===== config.mk =====
export PLATFORM = sky130hd
export DESIGN_NAME = c5_mem_arbiter
export DESIGN_NICKNAME = d
export VERILOG_FILES = /design/src/rtl/c5_mem_arbiter.sv
export SDC_FILE = /design/constraint.sdc
export NUM_CORES = 1
export LEC_CHECK = 0
export BUFFER_PORTS_ARGS = -buffer_cell sky130_fd_sc_hd__buf_2
export CAP_MARGIN = 15
export CORE_AREA = 2 2 117 119
export DETAILED_ROUTE_END_ITERATION = 16
export DIE_AREA = 0 0 119 121
export HOLD_SLACK_MARGIN = 0.05
export SLEW_MARGIN = 20
export SYNTH_ARGS = -nofsm -noshare
export SYNTH_HDL_FRONTEND = slang
export SYNTH_SLANG_ARGS = --single-unit

===== constraint.sdc =====
create_clock -name I_clk -period 1.6 [get_ports I_clk]
set_clock_uncertainty 0.15 [all_clocks]
set_input_delay 0.32 -clock I_clk [delete_from_list [all_inputs] [get_ports I_clk]]
set_output_delay 0.32 -clock I_clk [all_outputs]
set_load 0.02 [all_outputs]

===== src/rtl/c5_mem_arbiter.sv =====
// Two-master arbiter for the c5 memory port: the CPU owns the bus by default and
// master 1 borrows it for one access by pausing the CPU, after a minimum CPU run.
module c5_mem_arbiter #(
    parameter int CPU_SLOTS = 4
) (
    input  logic        I_clk,
    input  logic        I_rst,
    input  logic [31:2] I_cpu_address,
    input  logic [3:0]  I_cpu_byte_we,
    input  logic [31:0] I_cpu_data_w,
    output logic [31:0] O_cpu_data_r,
    output logic        O_cpu_pause,
    input  logic        I_m1_req,
    input  logic [31:2] I_m1_address,
    input  logic [3:0]  I_m1_byte_we,
    input  logic [31:0] I_m1_data_w,
    output logic        O_m1_ack,
    output logic [31:0] O_m1_data_r,
    output logic        O_m1_grant,
    output logic [31:2] O_mem_address,
    output logic [3:0]  O_mem_byte_we,
    output logic [31:0] O_mem_data_w,
    input  logic [31:0] I_mem_data_r,
    input  logic        I_mem_pause
);

    localparam int CNT_W = (CPU_SLOTS < 1) ? 1 : $clog2(CPU_SLOTS + 1);
    localparam logic [CNT_W-1:0] SLOT_MAX = CNT_W'(CPU_SLOTS);

    typedef enum logic [1:0] {
        S_CPU,
        S_M1_ADDR,
        S_M1_DATA
    } state_t;

    state_t           r_state;
    state_t           w_stateNext;
    logic [CNT_W-1:0] r_cnt;
    logic [CNT_W-1:0] w_cntNext;

    always_ff @(posedge I_clk) begin
        if (I_rst) begin
            r_state <= S_CPU;
            r_cnt   <= '0;
        end else begin
            r_state <= w_stateNext;
            r_cnt   <= w_cntNext;
        end
    end

    // The counter only saturates upward, so equality with SLOT_MAX means the CPU run is long enough.
    always_comb begin
        w_stateNext   = r_state;
        w_cntNext     = r_cnt;
        O_mem_address = I_cpu_address;
        O_mem_byte_we = I_cpu_byte_we;
        O_mem_data_w  = I_cpu_data_w;
        O_cpu_pause   = I_mem_pause;
        O_m1_grant    = 1'b0;
        O_m1_ack      = 1'b0;
        case (r_state)
            S_CPU: begin
                if (!I_mem_pause) begin
                    if (r_cnt != SLOT_MAX) begin
                        w_cntNext = r_cnt + 1'b1;
                    end
                    if (I_m1_req && (r_cnt == SLOT_MAX)) begin
                        w_stateNext = S_M1_ADDR;
                    end
                end
            end
            S_M1_ADDR: begin
                O_mem_address = I_m1_address;
                O_mem_byte_we = I_m1_byte_we;
                O_mem_data_w  = I_m1_data_w;
                O_cpu_pause   = 1'b1;
                O_m1_grant    = 1'b1;
                if (!I_mem_pause) begin
                    w_stateNext = S_M1_DATA;
                end
            end
            S_M1_DATA: begin
                // Re-present the stalled CPU access as a read so nothing is written twice.
                O_mem_byte_we = 4'b0000;
                O_cpu_pause   = 1'b1;
                O_m1_grant    = 1'b1;
                O_m1_ack      = 1'b1;
                w_stateNext   = S_CPU;
                w_cntNext     = '0;
            end
            default: begin
                w_stateNext = S_CPU;
                w_cntNext   = '0;
            end
        endcase
    end

    assign O_cpu_data_r = I_mem_data_r;
    assign O_m1_data_r  = I_mem_data_r;

endmodule

Word-level counts from Yosys, hierarchy flattened:

Index checks and enable logic that the tools add are counted.

* input bits: 168
* bits in registers: 5

* equality and inequality tests: 8
* muxes and demuxes: 13
* reduce and logical (&&, ||, !) cells: 5
* add/sub/neg operators: 1
* bitwise operators: 1

Operators with widths (number)
* two-way mux 32 bit: 1
* two-way mux 30 bit: 1
* != test 2 bit (second input constant): 4
* case mux 4 bit (2 select lines): 1
* two-way mux 2 bit: 3
* two-way mux 3 bit: 2
* case mux 3 bit (2 select lines): 1
* AND reduction 3 bit: 2
* case mux 2 bit (2 select lines): 1
* adder 3 x 1 -> 3 bit (second input constant): 1
* == test 3 bit (second input constant): 1
* two-way mux 1 bit: 3
* != test 3 bit (second input constant): 1
* == test 2 x 1 -> 1 bit (second input constant): 1
* == test 2 bit (second input constant): 1
* zero test 2 bit: 1
* OR reduction 2 bit: 1
* logical AND 1 bit: 1
* inverter 1 bit: 1

Longest topological paths before layout:

* word-level depth: 5
* mapped depth: 7
* mapped depth without buffers: 5

Worst setup path after synthesis:

No wires, ideal clock.

* path type: reg-to-output
* start: register r_state[0]
* end: output port O_mem_byte_we[0]
* cell stages (with the launch flop): 5
* arrival: 1.463 ns
* setup slack: -0.333 ns
* data required time: 1.130 ns
* path through: dfxtp_1 inv_1 ha_1 clkbuf_1 o21ai_0

* cells in the longest elaborated chain, start to end: 2

RTL lines
* start: declaration: line 36 `state_t r_state;`
* start signal: assignment: line 46 `r_state <= w_stateNext;`
* == test 2 bit or == test 2 x 1 -> 1 bit (tied branches): line 61 `case (r_state)`
* case mux 4 bit (2 select lines) (*): line 61
* end: declaration: line 21 `output logic [3:0] O_mem_byte_we,`

Every way passes the cells marked *; elsewhere a longest branch is shown, timed or not.

Worst setup path after layout:

* start: register r_state[1]
* end: output port O_mem_data_w[4]

* cells in the longest elaborated chain, start to end: 2

RTL lines
* == test 2 x 1 -> 1 bit: line 61
* two-way mux 32 bit: line 61
* end: declaration: line 22 `output logic [31:0] O_mem_data_w,`

Every way passes these cells.

==> metrics.txt <==
required time of the worst setup path approximately 1.1 ns; core footprint 13100 um^2; global placement routability congestion about 0.71; Slew HR 84.0%; Post-synth EDFFs 0; depth of the CTS H-tree 1; layout overhead on the synthesized area 106%; Mapped Area 1620 um^2; Clk Tree Root Cell sky130_fd_sc_hd__clkbuf_16; CTS Buf Count 3; number of warnings reported in the yosys synthesis log 0; cell accounting for the most synthesized area sky130_fd_sc_hd__mux2_2; failing checks negative setup slack; Syn Inst Count 182; hold path start I_rst; transition time of the tightest slew-check pin 0.240 ns; top cells by area, synth sky130_fd_sc_hd__mux2_2 (43%), sky130_fd_sc_hd__buf_4 (30%), sky130_fd_sc_hd__dfxtp_1 (6.2%); I/O Pins 301; global route total overflow 0; via count of the routed design roughly 1900; final core area utilization 25.5%; initial core utilization approximately an eighth; Site Rows 42; Synth Register Bits 5; Final Critical Period 2.02 ns; cell with the most instances after synthesis sky130_fd_sc_hd__buf_4; dominant synthesized flop cell sky130_fd_sc_hd__dfxtp_1; count of maximum capacitance violations 0; CP Max Fanout 5; crit share post-route 126%; total routed wirelength 7690 um; global-route wire length before repair 9340 um; ranking of synthesized cells by instance count sky130_fd_sc_hd__buf_4 (64), sky130_fd_sc_hd__mux2_2 (61), sky130_fd_sc_hd__inv_1 (9); wire length per cell around 15 um; count of cells along the worst register-to-register path 9; class of the most critical hold timing path in -> reg; clock transition at the register clock pins on the worst setup and hold paths after CTS 0.04 ns; largest net degree at the start of global routing 22; worst flop-to-flop path endpoint r_cnt[1]$_SDFFE_PP0P_; type of element launching the critical path register; Die Ht 121 um; reg-to-reg setup timing slack -0.18 ns; arrival time at the worst endpoint 1.55 ns; Port Buffer Count slightly above 200; setup repair after global routing missed its margin yes; launch instance of the worst register-to-register path r_state[1]$_SDFFE_PP0P_; clk_lat worst skew 0.23 ns; overall track demand over capacity in global routing roughly 8.3%; Antenna diodes 0; highest ir drop seen on vdd 0.000417 V; CTS tree done; standby leakage power around 1.7 nW; number of DRC markers in iteration 0 23; layout cell share with drive strength beyond 1 between 90% and 100%; worst setup path startpoint r_state[1]$_SDFFE_PP0P_; fin. max-slew vios 0; Synth async-reset ratio 0%; Max Fclk 495 MHz; part of the Yosys area used for sequential elements 6.20%; drc violations 0; number of nets in the layout 516; initial antenna violation count 0; cell count after placement roughly 500; die outline width 119 um; total nets after synthesis 355; vias per cell about 3.6; fin worst setup slack -0.421 ns; critical path class reg -> out; vias in the first global route 1704; Num Clock Sinks 5; run status complete, but fails checks; half-perimeter wire length of the detailed placement result 5660 um; end point of the critical path O_mem_data_w[4]; First-pass DRT Iterations 3; Fin. Hold Viols 0; Post-Place Worst Slack -0.206 ns; antenna-violating nets left 0; DIE AREA 14400 um^2; CTS Buffer Depth 2; summed negative setup slack over all endpoints -26.25 ns; count of unique library cells instantiated by Yosys 23; Hold Buf Count CTS 0; crit path capture type output pin; synthesized area divided by synthesized cell count 8.88 um^2; portion of synthesized cell area occupied by the leading cell type 42.5%; total of endpoints with negative setup slack in the final report 72; pwr/cell area 366 nW/um^2; Final Non-Filler Cells 518
## placed cells by master (no fill, tap or decap), types with 4 or more instances in the layout
cell,instances
sky130_fd_sc_hd__buf_6,58
sky130_fd_sc_hd__inv_1,7
sky130_fd_sc_hd__o21ai_2,4
sky130_fd_sc_hd__buf_2,151
sky130_fd_sc_hd__mux2_2,17
sky130_fd_sc_hd__buf_12,5
sky130_fd_sc_hd__clkbuf_16,8
sky130_fd_sc_hd__a21oi_1,4
sky130_fd_sc_hd__mux2_4,45
sky130_fd_sc_hd__buf_4,9
## critical path, stage by stage, from the launching register on
cell	delay [ns]
sky130_fd_sc_hd__dfxtp_2	0.32
sky130_fd_sc_hd__inv_4	0.06
sky130_fd_sc_hd__ha_4	0.17
sky130_fd_sc_hd__buf_4	0.14
sky130_fd_sc_hd__clkbuf_16	0.14
sky130_fd_sc_hd__mux2_2	0.33
sky130_fd_sc_hd__buf_2	0.16
## sequential cells by signal (all words and copies together) (netlist names)
signal and cells:
r_state 2, r_cnt 3
## how the worst min path moves through the flow
stage                                          to  slack [ns]  cells past startpoint
after floorplan             r_cnt[1]$_SDFFE_PP0P_        0.24                      1
after global placement      r_cnt[2]$_SDFFE_PP0P_        0.40                      2
after detailed placement    r_cnt[2]$_SDFFE_PP0P_        0.40                      2
after CTS                 r_state[0]$_SDFFE_PP0P_        0.16                      2
after global routing      r_state[0]$_SDFFE_PP0P_        0.17                      2
final                     r_state[0]$_SDFFE_PP0P_        0.17                      2
## routing by layer
layer / global-route usage, % / share of wire, %
met5: 0 / 0
met4: 1.64 / 0.56
met1: 9.73 / 39
met3: 2.96 / 9.2
met2: 14.7 / 51
## stage by stage
step	hold WS, ns	power [W]	area [um^2]
finish	0.169	0.00122	3330
detailed placement	0.396	0.000655	2490
global route	0.173	0.00128	3330
CTS	0.163	0.00111	2690
global placement	0.397	0.000653	2490
floorplan	0.239	0.000626	1720
## cells by family (layout without fill, tap and decap cells)
kind of cell	count (synthesis)	in the layout	synth area share [%]
AOI/OAI and AO/OA	13	13	5.42
adders and majority gates	5	5	3.87
buffers and inverters	82	242	36.1
DFF	5	5	6.20
muxes	62	62	43.5
and+or+nand+nor	15	15	4.96
## where the power goes
part	total, W	switching [W]	internal (W)
Clock	0.000427	0.0000952	0.000331
Sequential	0.000135	0.00000421	0.000130
Combinational	0.000658	0.000281	0.000377
## what timing repair did
action | in CTS | in global routing
gates cloned | 0 | 6
setup endpoints to repair | 72 | 73
resized for setup | 30 | 127
setup buffers | 3 | 9
pin swaps | 4 | 11
## layout make-up
type                    instances  area [um^2]
fillers                      1400         9750
repair buffers                229         1720
multi-input cells              95         1180
well taps                     176          220
flip-flops and latches          5          103
clock buffers                   4         78.8
inverters                       9         36.3
Note: power is estimated with default switching activity, not from simulation.
